--- config.mk ---
export PLATFORM = sky130hd
export DESIGN_NAME = bias_act_unit
export DESIGN_NICKNAME = d
export VERILOG_FILES = /design/src/rtl/bias_act_unit.sv
export SDC_FILE = /design/constraint.sdc
export NUM_CORES = 2
export LEC_CHECK = 0
export ABC_AREA = 0
export BUFFER_PORTS_ARGS = -buffer_cell sky130_fd_sc_hd__buf_2
export CORE_MARGIN = 3
export CORE_UTILIZATION = 51
export CTS_BUF_LIST = sky130_fd_sc_hd__clkbuf_4 sky130_fd_sc_hd__clkbuf_8
export DETAILED_ROUTE_END_ITERATION = 10
export PLACE_DENSITY_LB_ADDON = 0.08
export RECOVER_POWER = 25
export SYNTH_ARGS = -nofsm -noshare
export SYNTH_HDL_FRONTEND = slang
export SYNTH_SLANG_ARGS = --single-unit
--- constraint.sdc ---
create_clock -name clk -period 148.6 [get_ports clk]
set_input_delay 14.86 -clock clk [delete_from_list [all_inputs] [get_ports clk]]
set_output_delay 14.86 -clock clk [all_outputs]
set_load 0.005 [all_outputs]
--- src/rtl/bias_act_unit.sv ---
`default_nettype none
// ============================================================================
//  Module   : bias_act_unit
//  Purpose  : Per-channel bias add with saturation followed by an activation
//             (ReLU / leaky ReLU / pass-through) over a W x H x D feature map
//             held in DRAM. Parameters and biases are fetched from DRAM first,
//             then every pixel is read, transformed and written back.
//  Ports    : clk, rst          - clock, asynchronous active-high reset
//             enable            - start request, sampled in IDLE only
//             dram_valid/data_in- read data handshake from DRAM
//             addr_in/dram_en_rd- read address / read request
//             addr_out/data_out/dram_en_wr - registered write port
//             busy/done/err     - status (done/err are one-cycle pulses)
//  Config   : define BIAS_ACT_LEAKY_EN to enable leaky mode (mode 1) and its
//             4-bit arithmetic-shift logic; otherwise mode 1 acts as ReLU.
//  Revision : 1.0 - initial release
// ============================================================================
module bias_act_unit #(
    parameter int DATA_WIDTH = 32,
    parameter int ADDR_WIDTH = 18,
    parameter int KNL_MAXNUM = 64,
    parameter int DIM_WIDTH  = 6,
    parameter int PARAM_BASE = 0,
    parameter int BIAS_BASE  = 61440,
    parameter int FMAP_BASE  = 131072,
    parameter int OUT_BASE   = 131072
) (
    input  logic                  clk,
    input  logic                  rst,
    input  logic                  enable,
    input  logic                  dram_valid,
    input  logic [DATA_WIDTH-1:0] data_in,
    output logic [ADDR_WIDTH-1:0] addr_in,
    output logic                  dram_en_rd,
    output logic [ADDR_WIDTH-1:0] addr_out,
    output logic [DATA_WIDTH-1:0] data_out,
    output logic                  dram_en_wr,
    output logic                  busy,
    output logic                  done,
    output logic                  err
);

    localparam int IDXW = (KNL_MAXNUM > 1) ? $clog2(KNL_MAXNUM) : 1;
    localparam logic [DIM_WIDTH-1:0]  c_DIM_ONE  = DIM_WIDTH'(1);
    localparam logic [ADDR_WIDTH-1:0] c_ADDR_ONE = ADDR_WIDTH'(1);
    localparam logic [DATA_WIDTH-1:0] c_SAT_MAX  = {1'b0, {(DATA_WIDTH-1){1'b1}}};
    localparam logic [DATA_WIDTH-1:0] c_SAT_MIN  = {1'b1, {(DATA_WIDTH-1){1'b0}}};

    typedef enum logic [2:0] {
        S_IDLE     = 3'd0,
        S_LD_PARAM = 3'd1,
        S_CHECK    = 3'd2,
        S_LD_BIAS  = 3'd3,
        S_EVAL     = 3'd4,
        S_FLUSH    = 3'd5,
        S_DONE     = 3'd6
    } state_t;

    state_t r_state;
    state_t w_next;

    logic [DIM_WIDTH-1:0]  r_W, r_H, r_D;
    logic [DIM_WIDTH-1:0]  r_c;              // bias load index
    logic [DIM_WIDTH-1:0]  r_w, r_h, r_d;    // pixel coordinates
    logic [1:0]            r_mode;
    logic [1:0]            r_idx;            // parameter word index
`ifdef BIAS_ACT_LEAKY_EN
    logic [3:0]            r_shift;
`endif
    logic [ADDR_WIDTH-1:0] r_ptr;            // linear pixel offset p
    logic [ADDR_WIDTH-1:0] r_addr_in;
    logic [ADDR_WIDTH-1:0] r_addr_out;
    logic [DATA_WIDTH-1:0] r_data_out;
    logic                  r_wr;
    logic                  r_err;
    logic [DATA_WIDTH-1:0] r_bias [KNL_MAXNUM];

    logic                  w_dim_bad;
    logic                  w_c_last;
    logic                  w_w_last, w_h_last, w_d_last, w_px_last;
    logic [DATA_WIDTH-1:0] w_bias_sel;
    logic [DATA_WIDTH:0]   w_sum;
    logic [DATA_WIDTH-1:0] w_sat;
    logic [DATA_WIDTH-1:0] w_act;

    // ------------------------------------------------------------------
    // Dimension checks and counter terminal conditions
    // ------------------------------------------------------------------
    assign w_dim_bad = (r_W == '0) || (r_H == '0) || (r_D == '0) ||
                       (32'(r_D) > 32'(KNL_MAXNUM));
    assign w_c_last  = (r_c == (r_D - c_DIM_ONE));
    assign w_w_last  = (r_w == (r_W - c_DIM_ONE));
    assign w_h_last  = (r_h == (r_H - c_DIM_ONE));
    assign w_d_last  = (r_d == (r_D - c_DIM_ONE));
    assign w_px_last = w_w_last && w_h_last && w_d_last;

    // r_d < D <= KNL_MAXNUM is guaranteed once CHECK has passed
    assign w_bias_sel = r_bias[IDXW'(r_d)];

    // ------------------------------------------------------------------
    // Saturating add: one guard bit; overflow when the two top bits differ
    // ------------------------------------------------------------------
    assign w_sum = {data_in[DATA_WIDTH-1], data_in} +
                   {w_bias_sel[DATA_WIDTH-1], w_bias_sel};

    always_comb begin
        w_sat = w_sum[DATA_WIDTH-1:0];
        if (w_sum[DATA_WIDTH] != w_sum[DATA_WIDTH-1]) begin
            w_sat = w_sum[DATA_WIDTH] ? c_SAT_MIN : c_SAT_MAX;
        end
    end

    // ------------------------------------------------------------------
    // Activation
    // ------------------------------------------------------------------
    always_comb begin
        w_act = w_sat;
        case (r_mode)
            2'd2: w_act = w_sat;
`ifdef BIAS_ACT_LEAKY_EN
            2'd1: begin
                if (w_sat[DATA_WIDTH-1]) begin
                    w_act = DATA_WIDTH'($signed(w_sat) >>> r_shift);
                end
            end
`endif
            default: begin
                if (w_sat[DATA_WIDTH-1]) begin
                    w_act = '0;
                end
            end
        endcase
    end

    // ------------------------------------------------------------------
    // FSM: state register
    // ------------------------------------------------------------------
    always_ff @(posedge clk or posedge rst) begin
        if (rst) begin
            r_state <= S_IDLE;
        end else begin
            r_state <= w_next;
        end
    end

    // ------------------------------------------------------------------
    // FSM: next state and state-decoded outputs
    // ------------------------------------------------------------------
    always_comb begin
        w_next     = r_state;
        dram_en_rd = 1'b0;
        busy       = 1'b1;
        done       = 1'b0;
        err        = 1'b0;
        case (r_state)
            S_IDLE: begin
                busy = 1'b0;
                if (enable) w_next = S_LD_PARAM;
            end
            S_LD_PARAM: begin
                dram_en_rd = 1'b1;
                if (dram_valid && (r_idx == 2'd3)) w_next = S_CHECK;
            end
            S_CHECK: begin
                w_next = w_dim_bad ? S_DONE : S_LD_BIAS;
            end
            S_LD_BIAS: begin
                dram_en_rd = 1'b1;
                if (dram_valid && w_c_last) w_next = S_EVAL;
            end
            S_EVAL: begin
                dram_en_rd = 1'b1;
                if (dram_valid && w_px_last) w_next = S_FLUSH;
            end
            S_FLUSH: begin
                w_next = S_DONE;
            end
            S_DONE: begin
                done   = 1'b1;
                err    = r_err;
                w_next = S_IDLE;
            end
            default: begin
                w_next = S_IDLE;
            end
        endcase
    end

    // ------------------------------------------------------------------
    // Datapath, counters and address generation
    // ------------------------------------------------------------------
    always_ff @(posedge clk or posedge rst) begin
        if (rst) begin
            r_W        <= '0;
            r_H        <= '0;
            r_D        <= '0;
            r_c        <= '0;
            r_w        <= '0;
            r_h        <= '0;
            r_d        <= '0;
            r_mode     <= '0;
            r_idx      <= '0;
`ifdef BIAS_ACT_LEAKY_EN
            r_shift    <= '0;
`endif
            r_ptr      <= '0;
            r_addr_in  <= '0;
            r_addr_out <= '0;
            r_data_out <= '0;
            r_wr       <= 1'b0;
            r_err      <= 1'b0;
            for (int i = 0; i < KNL_MAXNUM; i++) begin
                r_bias[i] <= '0;
            end
        end else begin
            r_wr <= 1'b0;
            case (r_state)
                S_IDLE: begin
                    if (enable) begin
                        r_addr_in <= ADDR_WIDTH'(PARAM_BASE);
                        r_idx     <= '0;
                        r_err     <= 1'b0;
                    end
                end
                S_LD_PARAM: begin
                    if (dram_valid) begin
                        case (r_idx)
                            2'd0: r_W <= data_in[DIM_WIDTH-1:0];
                            2'd1: r_H <= data_in[DIM_WIDTH-1:0];
                            2'd2: r_D <= data_in[DIM_WIDTH-1:0];
                            default: begin
                                r_mode  <= data_in[1:0];
`ifdef BIAS_ACT_LEAKY_EN
                                r_shift <= data_in[7:4];
`endif
                            end
                        endcase
                        r_idx     <= r_idx + 2'd1;
                        r_addr_in <= r_addr_in + c_ADDR_ONE;
                    end
                end
                S_CHECK: begin
                    r_err     <= w_dim_bad;
                    r_addr_in <= ADDR_WIDTH'(BIAS_BASE);
                    r_c       <= '0;
                end
                S_LD_BIAS: begin
                    if (dram_valid) begin
                        r_bias[IDXW'(r_c)] <= data_in;
                        r_c <= r_c + c_DIM_ONE;
                        if (w_c_last) begin
                            r_addr_in <= ADDR_WIDTH'(FMAP_BASE);
                            r_ptr     <= '0;
                            r_w       <= '0;
                            r_h       <= '0;
                            r_d       <= '0;
                        end else begin
                            r_addr_in <= r_addr_in + c_ADDR_ONE;
                        end
                    end
                end
                S_EVAL: begin
                    if (dram_valid) begin
                        r_wr       <= 1'b1;
                        r_data_out <= w_act;
                        r_addr_out <= ADDR_WIDTH'(OUT_BASE) + r_ptr;
                        r_ptr      <= r_ptr + c_ADDR_ONE;
                        r_addr_in  <= r_addr_in + c_ADDR_ONE;
                        // w fastest, then h, then d; d never wraps
                        if (w_w_last) begin
                            r_w <= '0;
                            if (w_h_last) begin
                                r_h <= '0;
                                if (!w_d_last) r_d <= r_d + c_DIM_ONE;
                            end else begin
                                r_h <= r_h + c_DIM_ONE;
                            end
                        end else begin
                            r_w <= r_w + c_DIM_ONE;
                        end
                    end
                end
                default: begin
                end
            endcase
        end
    end

    assign addr_in    = r_addr_in;
    assign addr_out   = r_addr_out;
    assign data_out   = r_data_out;
    assign dram_en_wr = r_wr;

endmodule
`default_nettype wire

==> out/metrics.yaml <==
cp_num_buf_inv: 8
numClockSinks: 2185
final_nets: 6482
postCtsSetupBuffers: 0
clkLatencyLatePin_ps: 1070
grt_start_max_net_pins: 170
drc_errors: 0
synth_area_leaders: "dfrtp_1 54%, mux2_2 16%, mux4_2 15%"
via_count: 57700
max_cap_violations: 24
power_leakage_nw: 53.9
cts-root-buf: "clkbuf_8"
final-hold-violation-count: 0
synth-main-ff-cell: "dfrtp_1"
crit_family: "buffers and inverters"
p_per_area_nw_per_um2: 13.0
viasPerCell: 6.21
p_sw_uw: 410
finalPower_mw: 1.45
num_rows: 162
ys_ff_latch: 2185
htreeDepth: 5
cp-start-kind: "input pin"
antenna_found_initial: 18
status: "finished with violations"
cts.path.max_buffers: 4
p_seq_share_pct: 44.6
core_area_sq_um: 196000
gp_congestion: 0.860
die_area_sq_um: 203000
arrival_ps: 26060
cts_resized: 0
period_share_pct: 16.8
async_reset_ff_share_pct: 100
rsz0062_at_grt: "false"
synth_area_per_cell_sq_um: 15.8
grt_pass1_vias: 61200
cp_max_fo: 167
grt_pass1_wl_um: 419000
hpwlAfterDp_um: 152000
cts_buffers: 385
drive_above_1_share_pct: 45.8
dieHeight_um: 451
synth_warnings: 0
maxSlewHeadroom_pct: -178
timing.fmax_mhz: 40.0
hold_class: "reg -> reg"
syn_area_sq_um: 101000
power_frac_comb_pct: 15.9
synth_edf_count: 0
slowest_delay_ps: 2650
hold_buffers: 0
wl_um: 281000
drtIter0Drc: 4608
synthDistinctLibCells: 74
fin_util_pct: 56.9
path_clk_slew_ps: 60
netlist.area_leader.share_pct: 54.2
port_buffers: 108
tns_ps: 0
grt_usage_pct: 27.9
end_kind: "asynchronous set/reset pin"
slew_viol_final: 1069
die_w_um: 451
ir_drop_mv: 0.0112
p_int_mw: 1.04
dr.pass1.iters: 6
io_pins: 109
switching_share_pct: 28.4
nFillCells: 15500
path_class: "in -> async"
violations: "capacitance limit, slew limit"
routedWlPerCell_um: 30.2
area_growth_pct: 10.5
skew_ps: 55.2
worstPathRequired_ps: 149650
antenna_left: 0
grt_overflow_total: 0
slowest_stage: "clkbuf_1"
synth_cells: 6374
cts_tree: "done"
synth_nets: 6458
clkPwrFrac_pct: 39.5
crit_chain: "buf_2 > clkinvlp_2 > clkbuf_1 > clkbuf_1 > buf_12 > buf_4 > buf_12 > buf_4"
ys_seq_area_share_pct: 54.2
setup_viol: 0
synth_top_cell_by_area: "dfrtp_1"
period_minus_slack_ps: 25010
start_util_pct: 51.5
worst_pin_slew_ps: 4150
## logic make-up after synthesis
kind of cell / synth area share, %
adder cells (fa/ha/maj): 0.603
multiplexers: 38.0
AO/OA/AOI/OAI: 1.61
flip-flops: 54.2
XOR/XNOR: 0.768
AND/OR/NAND/NOR: 2.02
buffers and inverters: 2.77
## path summary, 6_finish.rpt
| check | slack (ps) | cells past startpoint | start | to |
|---|---|---|---|---|
| setup / recovery | 123590 | 8 | rst | r_bias[805] |
| hold / removal | 470 | 2 | addr_out[7] | addr_out[7] |
| setup reg to reg | 140140 | 15 | r_d[1] | data_out[19] |
| hold reg to reg | 470 | 2 | addr_out[7] | addr_out[7] |
| max in group clk | 129390 | 8 | dram_valid | r_ptr[16] |
| min in group asynchronous | 15050 | 2 | rst | addr_out[10] |
## registers in the layout (all words and copies together), names as in the netlist, 18 cells and up
register,count
addr_in,18
addr_out,18
data_out,32
r_bias,2048
r_ptr,18
## power by group through the flow
stage	combinational, mW	clock (mW)	sequential, mW
after CTS	0.230	0.586	0.645
after global routing	0.246	0.614	0.647
after floorplan	0.163	0	0.642
final	0.229	0.572	0.645
after global placement	0.227	0	0.654
after detailed placement	0.229	0	0.655
## synth_stat cells (6+ instances only)
library cell  instances
a221o_1              31
xor2_1               38
mux4_2              672
a21o_1               12
nand3_1              38
a21oi_1              32
o31ai_1              13
mux2_1              600
nand4_1              19
o21ai_0              51
buf_1                56
xnor2_1              40
nor2_1              118
o21a_1                6
dfrtp_1            2185
and3_1               18
or3_1                12
clkbuf_1            347
nand2b_1             15
nand2_1             158
nor2b_1               8
o21ai_1              25
buf_2               196
buf_4                17
mux2_2             1455
ha_1                 47
nor3_1               21
a31oi_1              12
inv_1                27
## routing by layer
metal | up-vias | track usage [%] | wire length (um)
met3 | 445 | 4.97 | 14900
met4 | 0 | 9.12 | 8690
met1 | 32000 | 39.8 | 125000
li1 | 23800 | - | -
met5 | - | 0 | 0
met2 | 1519 | 43.9 | 132000
## worst register-to-register path: stages (launching register included)
cell       delay [ps]
dfrtp_4          1040
buf_4             920
buf_4             800
buf_4             850
mux4_2            460
mux4_2            630
mux4_2            540
ha_1              460
nand4_1           180
or2_2             340
a311oi_1          340
o21ai_1           190
o2111ai_1         290
nand3_1           190
nor3_4            920
a221o_1           240
## final cells by class
type	instances	area, sq um	share of cell area [%]
multi-input combinational	3537	43700	39.2
clock inverter	40	277	0.248
clock buffer	615	7660	6.87
antenna	6	15.0	0.0135
inverter	31	118	0.106
tap	2624	3280	2.95
timing repair buffer	258	1650	1.48
sequential	2185	54700	49.1
## per-stage QoR
| step | area [sq um] | std cells | setup slack, ps | hold slack, ps |
|---|---|---|---|---|
| floorplan | 101000 | 6374 | 72010 | 442 |
| global placement | 104000 | 8635 | 127960 | 457 |
| detailed placement | 104000 | 8635 | 127790 | 458 |
| CTS | 112000 | 9290 | 129000 | 472 |
| global route | 111000 | 9295 | 121570 | 490 |
| finish | 111000 | 9296 | 123590 | 475 |
## cell usage in the layout (no fill, tap or decap), drive strengths merged, types with 29 or more instances in the layout
master	netlist	layout
ha	47	47
dfrtp	2185	2185
a21oi	33	33
inv	31	33
mux2	2055	2055
buf	274	200
clkbuf	347	673
nand2	158	158
nand3	38	38
nor2	118	118
xor2	38	38
a221o	31	31
xnor2	40	40
o21ai	78	78
mux4	672	672
clkinv	0	29
No activity file was read; power rests on OpenSTA's default activity.
